File: src/rtl/seg7_scan_decoder_if.sv
// rtl/seg7_scan_decoder_if.sv - multiplexed seven-segment display bus (segments plus anode selects)
interface seg7_scan_decoder_if #(
  parameter int NUM_DIGITS = 4
);
  logic [6:0]            seg;
  logic [NUM_DIGITS-1:0] an;

  modport master (output seg, output an);
  modport slave  (input seg, input an);
endinterface

File: src/rtl/seg7_scan_decoder.sv
// rtl/seg7_scan_decoder.sv - recovers per-digit codes from a scanned seven-segment bus
// Optional macro SEG7_ERR_COUNT_EN adds a saturating err_count output.
module seg7_scan_decoder #(
  parameter int NUM_DIGITS    = 4,
  parameter int SETTLE_CYCLES = 4
) (
  input  logic                    clk,
  input  logic                    reset,
  seg7_scan_decoder_if.slave      bus,
  output logic [NUM_DIGITS*5-1:0] digits,
  output logic [NUM_DIGITS-1:0]   digit_valid,
  output logic                    update_pulse,
  output logic [2:0]              update_index,
  output logic                    pattern_err,
  output logic                    frame_valid
`ifdef SEG7_ERR_COUNT_EN
  ,
  output logic [7:0]              err_count
`endif
);

  localparam int CW = $clog2(SETTLE_CYCLES + 1);

  typedef enum logic [1:0] {IDLE, SETTLE, HELD} state_t;

  state_t                state, state_n;
  logic [CW-1:0]         cnt, cnt_n;
  logic [6:0]            s_seg, p_seg;
  logic [NUM_DIGITS-1:0] s_an, p_an;
  logic [3:0]            nzero;
  logic [2:0]            sel_idx;
  logic                  legal, stable, capture;
  logic [4:0]            code;

  // p_* holds the previous cycle's sampled bus so stability is judged on registered data only
  always_ff @(posedge clk) begin
    if (reset) begin
      s_seg <= 7'h7f;
      s_an  <= '1;
      p_seg <= 7'h7f;
      p_an  <= '1;
    end else begin
      s_seg <= bus.seg;
      s_an  <= bus.an;
      p_seg <= s_seg;
      p_an  <= s_an;
    end
  end

  always_comb begin
    nzero   = 4'd0;
    sel_idx = 3'd0;
    for (int i = 0; i < NUM_DIGITS; i++) begin
      if (!s_an[i]) begin
        nzero   = nzero + 4'd1;
        sel_idx = 3'(i);
      end
    end
  end

  assign legal  = (nzero == 4'd1);
  assign stable = (s_seg == p_seg) && (s_an == p_an);

  always_comb begin
    case (s_seg)
      7'b0000001: code = 5'd0;
      7'b1001111: code = 5'd1;
      7'b0010010: code = 5'd2;
      7'b0000110: code = 5'd3;
      7'b1001100: code = 5'd4;
      7'b0100100: code = 5'd5;
      7'b0100000: code = 5'd6;
      7'b0001111: code = 5'd7;
      7'b0000000: code = 5'd8;
      7'b0000100: code = 5'd9;
      7'b1111111: code = 5'd31;
      default:    code = 5'd30;
    endcase
  end

  always_ff @(posedge clk) begin
    if (reset) begin
      state <= IDLE;
      cnt   <= '0;
    end else begin
      state <= state_n;
      cnt   <= cnt_n;
    end
  end

  always_comb begin
    state_n = state;
    cnt_n   = cnt;
    capture = 1'b0;
    if (!legal) begin
      state_n = IDLE;
      cnt_n   = '0;
    end else begin
      case (state)
        IDLE: begin
          state_n = SETTLE;
          cnt_n   = CW'(1);
        end
        SETTLE: begin
          if (!stable) begin
            cnt_n = CW'(1);
          end else if (cnt == CW'(SETTLE_CYCLES)) begin
            capture = 1'b1;
            state_n = HELD;
          end else begin
            cnt_n = cnt + CW'(1);
          end
        end
        HELD: begin
          if (!stable) begin
            state_n = SETTLE;
            cnt_n   = CW'(1);
          end
        end
        default: begin
          state_n = IDLE;
          cnt_n   = '0;
        end
      endcase
    end
  end

  always_ff @(posedge clk) begin
    if (reset) begin
      digits       <= {NUM_DIGITS{5'd31}};
      digit_valid  <= '0;
      update_pulse <= 1'b0;
      update_index <= 3'd0;
      pattern_err  <= 1'b0;
      frame_valid  <= 1'b0;
    end else begin
      update_pulse <= capture;
      pattern_err  <= capture && (code == 5'd30);
      frame_valid  <= &digit_valid;
      if (capture) update_index <= sel_idx;
      for (int i = 0; i < NUM_DIGITS; i++) begin
        if (capture && sel_idx == 3'(i)) begin
          digits[5*i +: 5] <= code;
          digit_valid[i]   <= 1'b1;
        end
      end
    end
  end

`ifdef SEG7_ERR_COUNT_EN
  always_ff @(posedge clk) begin
    if (reset) begin
      err_count <= 8'd0;
    end else if (capture && code == 5'd30 && err_count != 8'd255) begin
      err_count <= err_count + 8'd1;
    end
  end
`endif

endmodule

File: src/flat_wrapper.sv
// flat-port wrapper written by rule: the top's interface ports become plain ports
module seg7_scan_decoder_flat 
#(
  parameter int NUM_DIGITS    = 4,
  parameter int SETTLE_CYCLES = 4
)
  (clk, reset, digits, digit_valid, update_pulse, update_index, pattern_err, frame_valid, bus_seg, bus_an);
  seg7_scan_decoder_if #(.NUM_DIGITS(NUM_DIGITS)) bus_i ();
  input  logic clk;
  input  logic reset;
  output logic [NUM_DIGITS*5-1:0] digits;
  output logic [NUM_DIGITS-1:0] digit_valid;
  output logic update_pulse;
  output logic [2:0] update_index;
  output logic pattern_err;
  output logic frame_valid;
  input wire logic [$bits(bus_i.seg)-1:0] bus_seg;
  input wire logic [$bits(bus_i.an)-1:0] bus_an;
  assign bus_i.seg = bus_seg;
  assign bus_i.an = bus_an;
  seg7_scan_decoder #(.NUM_DIGITS(NUM_DIGITS), .SETTLE_CYCLES(SETTLE_CYCLES)) u_core (.clk(clk), .reset(reset), .bus(bus_i), .digits(digits), .digit_valid(digit_valid), .update_pulse(update_pulse), .update_index(update_index), .pattern_err(pattern_err), .frame_valid(frame_valid));
endmodule
File: config.mk
export PLATFORM = sky130hd
export DESIGN_NAME = seg7_scan_decoder_flat
export DESIGN_NICKNAME = d
export VERILOG_FILES = /design/src/rtl/seg7_scan_decoder_if.sv /design/src/rtl/seg7_scan_decoder.sv /design/src/flat_wrapper.sv
export SDC_FILE = /design/constraint.sdc
export NUM_CORES = 1
export LEC_CHECK = 0
export ABC_AREA = 1
export CORE_ASPECT_RATIO = 0.75
export CORE_MARGIN = 5
export CORE_UTILIZATION = 25
export CTS_BUF_LIST = sky130_fd_sc_hd__clkbuf_16
export DETAILED_ROUTE_END_ITERATION = 10
export PLACE_DENSITY = 0.49
export SLEW_MARGIN = 25
export SYNTH_ARGS = -nofsm -noshare
export SYNTH_HDL_FRONTEND = slang
export SYNTH_SLANG_ARGS = --single-unit
File: constraint.sdc
create_clock -name clk -period 5 [get_ports clk]
set_input_delay 0.5 -clock clk [delete_from_list [all_inputs] [get_ports clk]]
set_output_delay 0.5 -clock clk [all_outputs]
set_load 0.01 [all_outputs]
==> results.cfg, run 1 <==
[final_layout]
fin_cells = 527
n_fill_cell = 1074
nNetsFinal = 412
antenna_cells = 0
area_growth_pct = 26.07
final_layout_size_suffix_gt1_share_pct = 6.835
fin_util_pct = 32.57

[die]
rows = 31
dieArea_sq_um = 12230
die_x_microns = 126.0
coreArea_sq_um = 9774
io_pins = 43
fp.dieH_microns = 97.04
start_util_pct = 25.83

[synth]
yosysWarnings = 0
synth.avg_cell_area_sq_um = 7.112
ys_seq_elements = 56
netlist_instances = 355
netlist_area_sq_um = 2525
yosysUniqueCellTypes = 26
yosysSeqAreaShare_pct = 44.40
syn_nets = 373

[timing]
fin_crit_ns = 2.980
hold_viol = 0
rsz0062_at_grt = no
tightest_slew_ns = 1.001
slew_headroom_pct = 33.22
min_period_over_period_pct = 59.59
setup_slack_ns = 2.020
drv_slew = 0
finClkSkew_ns = 0.005406
finalSetupTns_ns = 0
setup_viol = 0
fmax_ghz = 0.3356

[power_and_ir_drop]
cellPowerDensity_nw_per_um2 = 278.8
leakage_nw = 1.499
vdd_drop_max_mv = 0.1135
total_power_mw = 0.8873

[hold_path]
whs_path_depth = 2
holdCritPathClass = flop to flop
holdPathEnd = u_core.digits[3]$_SDFFE_PP1P_
hp-start = u_core.digits[3]$_SDFFE_PP1P_

[critical_path]
cp_max_fo = 26
cp_data_required_time_ns = 5.13
crit_buf_inv = 2
critPathArrivalTime_ns = 3.11
crit_top_cell = nand2_1
rr_worst_depth = 13
critPathCaptureType = flop
ff2ff_setup_slack_ns = 2.02
cpPeakStageDelay_ns = 0.44
timing.rr.start = u_core.s_an[1]$_SDFF_PP1_
crit_chain = inv_1, ha_1, inv_1, nand2_1, and2_1, ha_1, or2_2, nor2_1, o21ai_1, nor2_4, nand2_1, nand2_1, nand3_1
crit_family = simple AND/OR/NAND/NOR gates
crit_slowest_cell = nor2_4
critPathLaunchType = flop
r2r-end = u_core.digits[0]$_SDFFE_PP1P_
critical_path_class = flop to flop

[grt]
overflow = 0
grt_pass1_vias = 2070
grt_pass1_wl_mm = 10.29
antenna_found_initial = 0
grt_max_degree = 32
gr-usage-all-layers_pct = 10.37

[placement]
dp.cells = 519
portBuffers = 41
pre_cts_slack_ns = 2.047
hpwlAfterDp_mm = 4.655
place.gp.congestion = 0.8229

[cts]
clkTransAtPathRegs_ns = 0.07
numCtsBuffers = 5
clock_path_buffers = 2
htree_levels = 2
cts_resized = 0
cts_setup_buffers = 0
cts_sinks = 56
insertion_delay_ns = 0.30
ctsHoldBuffers = 0
cts_root_buf = clkbuf_16
cts_tree = done

[outcome]
status = finished clean

[routing]
antenna_left = 0
num_vias = 2208
drc = 0
drt-vias-per-instance = 4.190
first_pass_iters = 4
finalWirelength_mm = 6.083
drt-wirelength-per-cell_microns = 11.54
drtIter0Drc = 108

[run]
drv_cap = 0
==> worst max path at each step <==
stage	start	endpoint	slack (ns)	cells after the start
final	u_core.s_an[1]$_SDFF_PP1_	u_core.digits[0]$_SDFFE_PP1P_	2.02	13
after global routing	u_core.s_an[1]$_SDFF_PP1_	u_core.digits[17]$_SDFFE_PP1P_	1.70	13
after CTS	u_core.s_an[1]$_SDFF_PP1_	u_core.digits[0]$_SDFFE_PP1P_	2.03	13
after detailed placement	u_core.s_an[1]$_SDFF_PP1_	u_core.digits[0]$_SDFFE_PP1P_	2.05	13
after global placement	u_core.s_an[0]$_SDFF_PP1_	u_core.digits[2]$_SDFFE_PP1P_	2.15	13
after floorplan	u_core.s_an[0]$_SDFF_PP1_	u_core.digits[10]$_SDFFE_PP1P_	2.67	13
==> cell usage after synthesis <==
master | instances | area [sq um]
a21oi_1 | 13 | 65.06
and2_1 | 2 | 12.51
buf_2 | 1 | 5.000
buf_4 | 2 | 15.01
buf_6 | 2 | 22.52
clkbuf_1 | 5 | 18.77
conb_1 | 1 | 3.750
dfxtp_1 | 56 | 1121
ha_1 | 5 | 62.56
inv_1 | 39 | 146.4
inv_2 | 3 | 11.26
nand2_1 | 104 | 390.4
nand3_1 | 53 | 265.3
nand3_2 | 1 | 10.01
nand3_4 | 1 | 17.52
nand4_1 | 1 | 6.260
nor2_1 | 30 | 112.6
nor2_2 | 1 | 6.260
nor2_4 | 2 | 22.52
nor3_1 | 6 | 30.03
o211ai_1 | 1 | 7.510
o21ai_0 | 5 | 25.02
o21ai_1 | 1 | 5.000
or2_2 | 13 | 81.33
xnor2_1 | 5 | 43.79
xor2_1 | 2 | 17.52
==> worst min-delay path, cell delays in order (launching register included) <==
cell     delay, ns
dfxtp_1       0.33
nand2_1       0.05
nand3_1       0.05
==> layer usage <==
layer	up-vias	GRT usage (%)	share of wire, %
met5	-	0	0
met4	0	3.215	1.5
met3	8	2.533	4.6
met2	48	14.18	38
met1	966	15.72	56
li1	1186	-	-
==> sequential cells by signal, indices dropped and copies added (netlist names) <==
| name | cells |
|---|---|
| u_core.s_an | 4 |
| u_core.digit_valid | 4 |
| u_core.p_an | 4 |
| u_core.update_pulse | 1 |
| u_core.state | 2 |
| u_core.cnt | 3 |
| u_core.frame_valid | 1 |
| u_core.p_seg | 7 |
| u_core.s_seg | 7 |
| u_core.digits | 20 |
| u_core.update_index | 2 |
| u_core.pattern_err | 1 |
==> placed cells by master (no fill, tap or decap), types with 6 or more instances in the layout <==
master	count
dfxtp_1	56
clkdlybuf4s50_1	41
nor3_1	6
inv_1	41
nand2_1	104
nor2_1	30
a21oi_1	13
nand3_1	53
or2_2	13
==> logic make-up after synthesis <==
| family | after synthesis | share of synthesized area, % |
|---|---|---|
| AO/OA/AOI/OAI | 20 | 4.063 |
| flip-flops | 56 | 44.40 |
| adder cells (fa/ha/maj) | 5 | 2.478 |
| buffers and inverters | 52 | 8.672 |
| AND/OR/NAND/NOR | 214 | 37.81 |
| other | 1 | 0.1485 |
| XOR/XNOR | 7 | 2.428 |
==> cell type report <==
type / count / area, sq um / area share, %
sequential: 56 / 1121 / 35.22
tap: 132 / 165.2 / 5.189
timing repair buffer: 42 / 417.9 / 13.13
inverter: 42 / 157.7 / 4.953
multi-input combinational: 247 / 1185 / 37.22
clock buffer: 5 / 125.1 / 3.931
clock inverter: 3 / 11.26 / 0.3538
==> per-stage QoR <==
stage / hold WS [ns] / instance area, sq um
global placement: 0.4484 / 3047
detailed placement: 0.4470 / 3047
finish: 0.4613 / 3183
CTS: 0.4641 / 3183
global route: 0.4787 / 3183
floorplan: 0.4686 / 2525
==> report_power, final <==
part / internal, mW / leakage (nW) / total [mW] / switching (mW)
clock: 0.181 / 0.0738 / 0.338 / 0.157
combinational: 0.0309 / 0.968 / 0.0830 / 0.0521
sequential: 0.456 / 0.458 / 0.466 / 0.0104
total: 0.668 / 1.50 / 0.887 / 0.220
(Power assumes the default switching activity.)
==> run 2: changes to the inputs <==
- PLACE_DENSITY: 0.49 -> 0.5
- clock period: 5 -> 2.6 ns (I/O delays scaled with it)
==> results.cfg, run 2 (synthesized netlist as in run 1, its figures left out) <==
[die]
fp.dieH_microns = 97.04
io_pins = 43
coreArea_sq_um = 9774
dieArea_sq_um = 12230
start_util_pct = 25.83
die_x_microns = 126.0
rows = 31

[power_and_ir_drop]
combPwrFrac_pct = 10.3
switching_power_mw = 0.4041
cellPowerDensity_nw_per_um2 = 513.8
clkPwrFrac_pct = 36.7
p_seq_share_pct = 53.0
leakage_nw = 1.543
switching_share_pct = 23.91
total_power_mw = 1.690
internal-power_mw = 1.286
vdd_drop_max_mv = 0.2224

[final_layout]
layout_common_cells = 100 x nand2_1, 55 x dfxtp_1, 53 x nand3_1, 41 x clkdlybuf4s50_1, 39 x inv_1
layout_commonest_cell = nand2_1
area_growth_pct = 30.28
antenna_cells = 0
reg.largest.list = u_core.digits x20, u_core.p_seg x7, u_core.s_seg x7
largest_reg_flops = 20
final_layout_size_suffix_gt1_share_pct = 11.19
largest_register = u_core.digits
nNetsFinal = 422

[timing]
finalSetupTns_ns = 0
fmax_ghz = 0.4191
tightest_slew_ns = 0.5189
drv_slew = 0
rsz0062_at_grt = no
hold_viol = 0
setup_viol = 0
slew_headroom_pct = 65.41
finClkSkew_ns = 0.003011
min_period_over_period_pct = 91.78
fin_crit_ns = 2.386

[run]
drv_cap = 0

[cts]
clock_path_buffers = 2
clkTransAtPathRegs_ns = 0.06
ctsHoldBuffers = 0
cts_root_buf = clkbuf_16
insertion_delay_ns = 0.29
htree_levels = 2
numCtsBuffers = 5
cts_sinks = 56
cts_tree = done

[routing]
drt-vias-per-instance = 4.260
drtIter0Drc = 132
finalWirelength_mm = 6.197
num_vias = 2275
drt-wirelength-per-cell_microns = 11.60
antenna_left = 0
first_pass_iters = 4
drc = 0

[critical_path]
crit_buf_inv = 3
critical_path_class = flop to flop
crit_top_cell = nand3_1
crit_slowest_cell = dfxtp_1
cp_max_fo = 13
crit_family = simple AND/OR/NAND/NOR gates
cpPeakStageDelay_ns = 0.33
critPathCaptureType = flop
critPathLaunchType = flop
cp_data_required_time_ns = 2.83
crit_chain = inv_1, ha_4, nand2_1, and2_1, ha_1, or2_2, nor2_2, o21ai_2, nor2_4, buf_12, buf_4, nand3_1, nand3_1
critPathArrivalTime_ns = 2.62

[placement]
hpwlAfterDp_mm = 4.734
place.gp.congestion = 0.8251
portBuffers = 41

[grt]
grt_pass1_vias = 2175
antenna_found_initial = 0
gr-usage-all-layers_pct = 10.27
grt_pass1_wl_mm = 10.34
overflow = 0
grt_max_degree = 32

[outcome]
status = finished clean

[hold_path]
holdCritPathClass = flop to flop
[run 2: cell count changes in the layout (fill, tap and decap cells not counted), sizes merged]
cell | before | now
buf | 1 | 11
inv | 44 | 42
clkinv | 1 | 0
[run 2: routing by layer]
| metal | vias to the layer above | track usage [%] | part of all wire, % | wire, microns |
|---|---|---|---|---|
| met5 | - | 0 | 0 | 0 |
| met4 | 0 | 2.556 | 1.0 | 64 |
| met3 | 8 | 2.919 | 3.8 | 237 |
| met2 | 38 | 15.00 | 42 | 2590 |
| met1 | 1023 | 14.78 | 53 | 3304 |
| li1 | 1206 | - | - | - |
[run 2: timing repair]
action / CTS / global route
resized for setup: 0 / 8
setup buffers: 3 / 0
setup endpoints to repair: 22 / 31
pin swaps: 1 / 0
[run 2: power groups by stage]
stage          Clock [mW]  Sequential, mW  Combinational (mW)
6_report            0.621           0.895               0.174
3_3_place_gp            0           0.914               0.169
5_1_grt             0.675           0.898               0.198
4_1_cts             0.650           0.895               0.170
2_1_floorplan           0           0.908               0.118
3_5_place_dp            0           0.914               0.170
[run 2: through the flow]
stage               cells  hold slack [ns]  util, %  cell area [sq um]  setup WS, ns
finish                534           0.4566    33.65               3289        0.2138
global route          534           0.4893    33.65               3289       0.02793
CTS                   534           0.4636    33.35               3259       0.08310
detailed placement    526           0.4475    31.71               3099      -0.05740
global placement      526           0.4404    31.71               3099       0.01581
floorplan             355           0.3638        -               2525        0.2664
[run 2: layout make-up]
type                       count  area (sq um)
clock buffer                   5         125.1
fill                        1095          6485
inverter                      42         157.7
multi-input combinational    247          1214
sequential                    56          1122
tap                          132         165.2
timing repair buffer          52         505.5
[run 2: final timing paths]
path	slack, ns	endpoint	cells after the start	start
setup reg to reg	0.21	u_core.digits[9]$_SDFFE_PP1P_	13	u_core.s_an[0]$_SDFF_PP1_
setup / recovery	0.21	u_core.digits[9]$_SDFFE_PP1P_	13	u_core.s_an[0]$_SDFF_PP1_
hold reg to reg	0.46	u_core.digits[8]$_SDFFE_PP1P_	2	u_core.digits[8]$_SDFFE_PP1P_
hold / removal	0.46	u_core.digits[8]$_SDFFE_PP1P_	2	u_core.digits[8]$_SDFFE_PP1P_
[run 2: tightest hold or removal path: cells and delay by family (launching register included)]
family           cells  cell delay (ns)
AND/OR/NAND/NOR      2             0.10
flip-flops           1             0.33
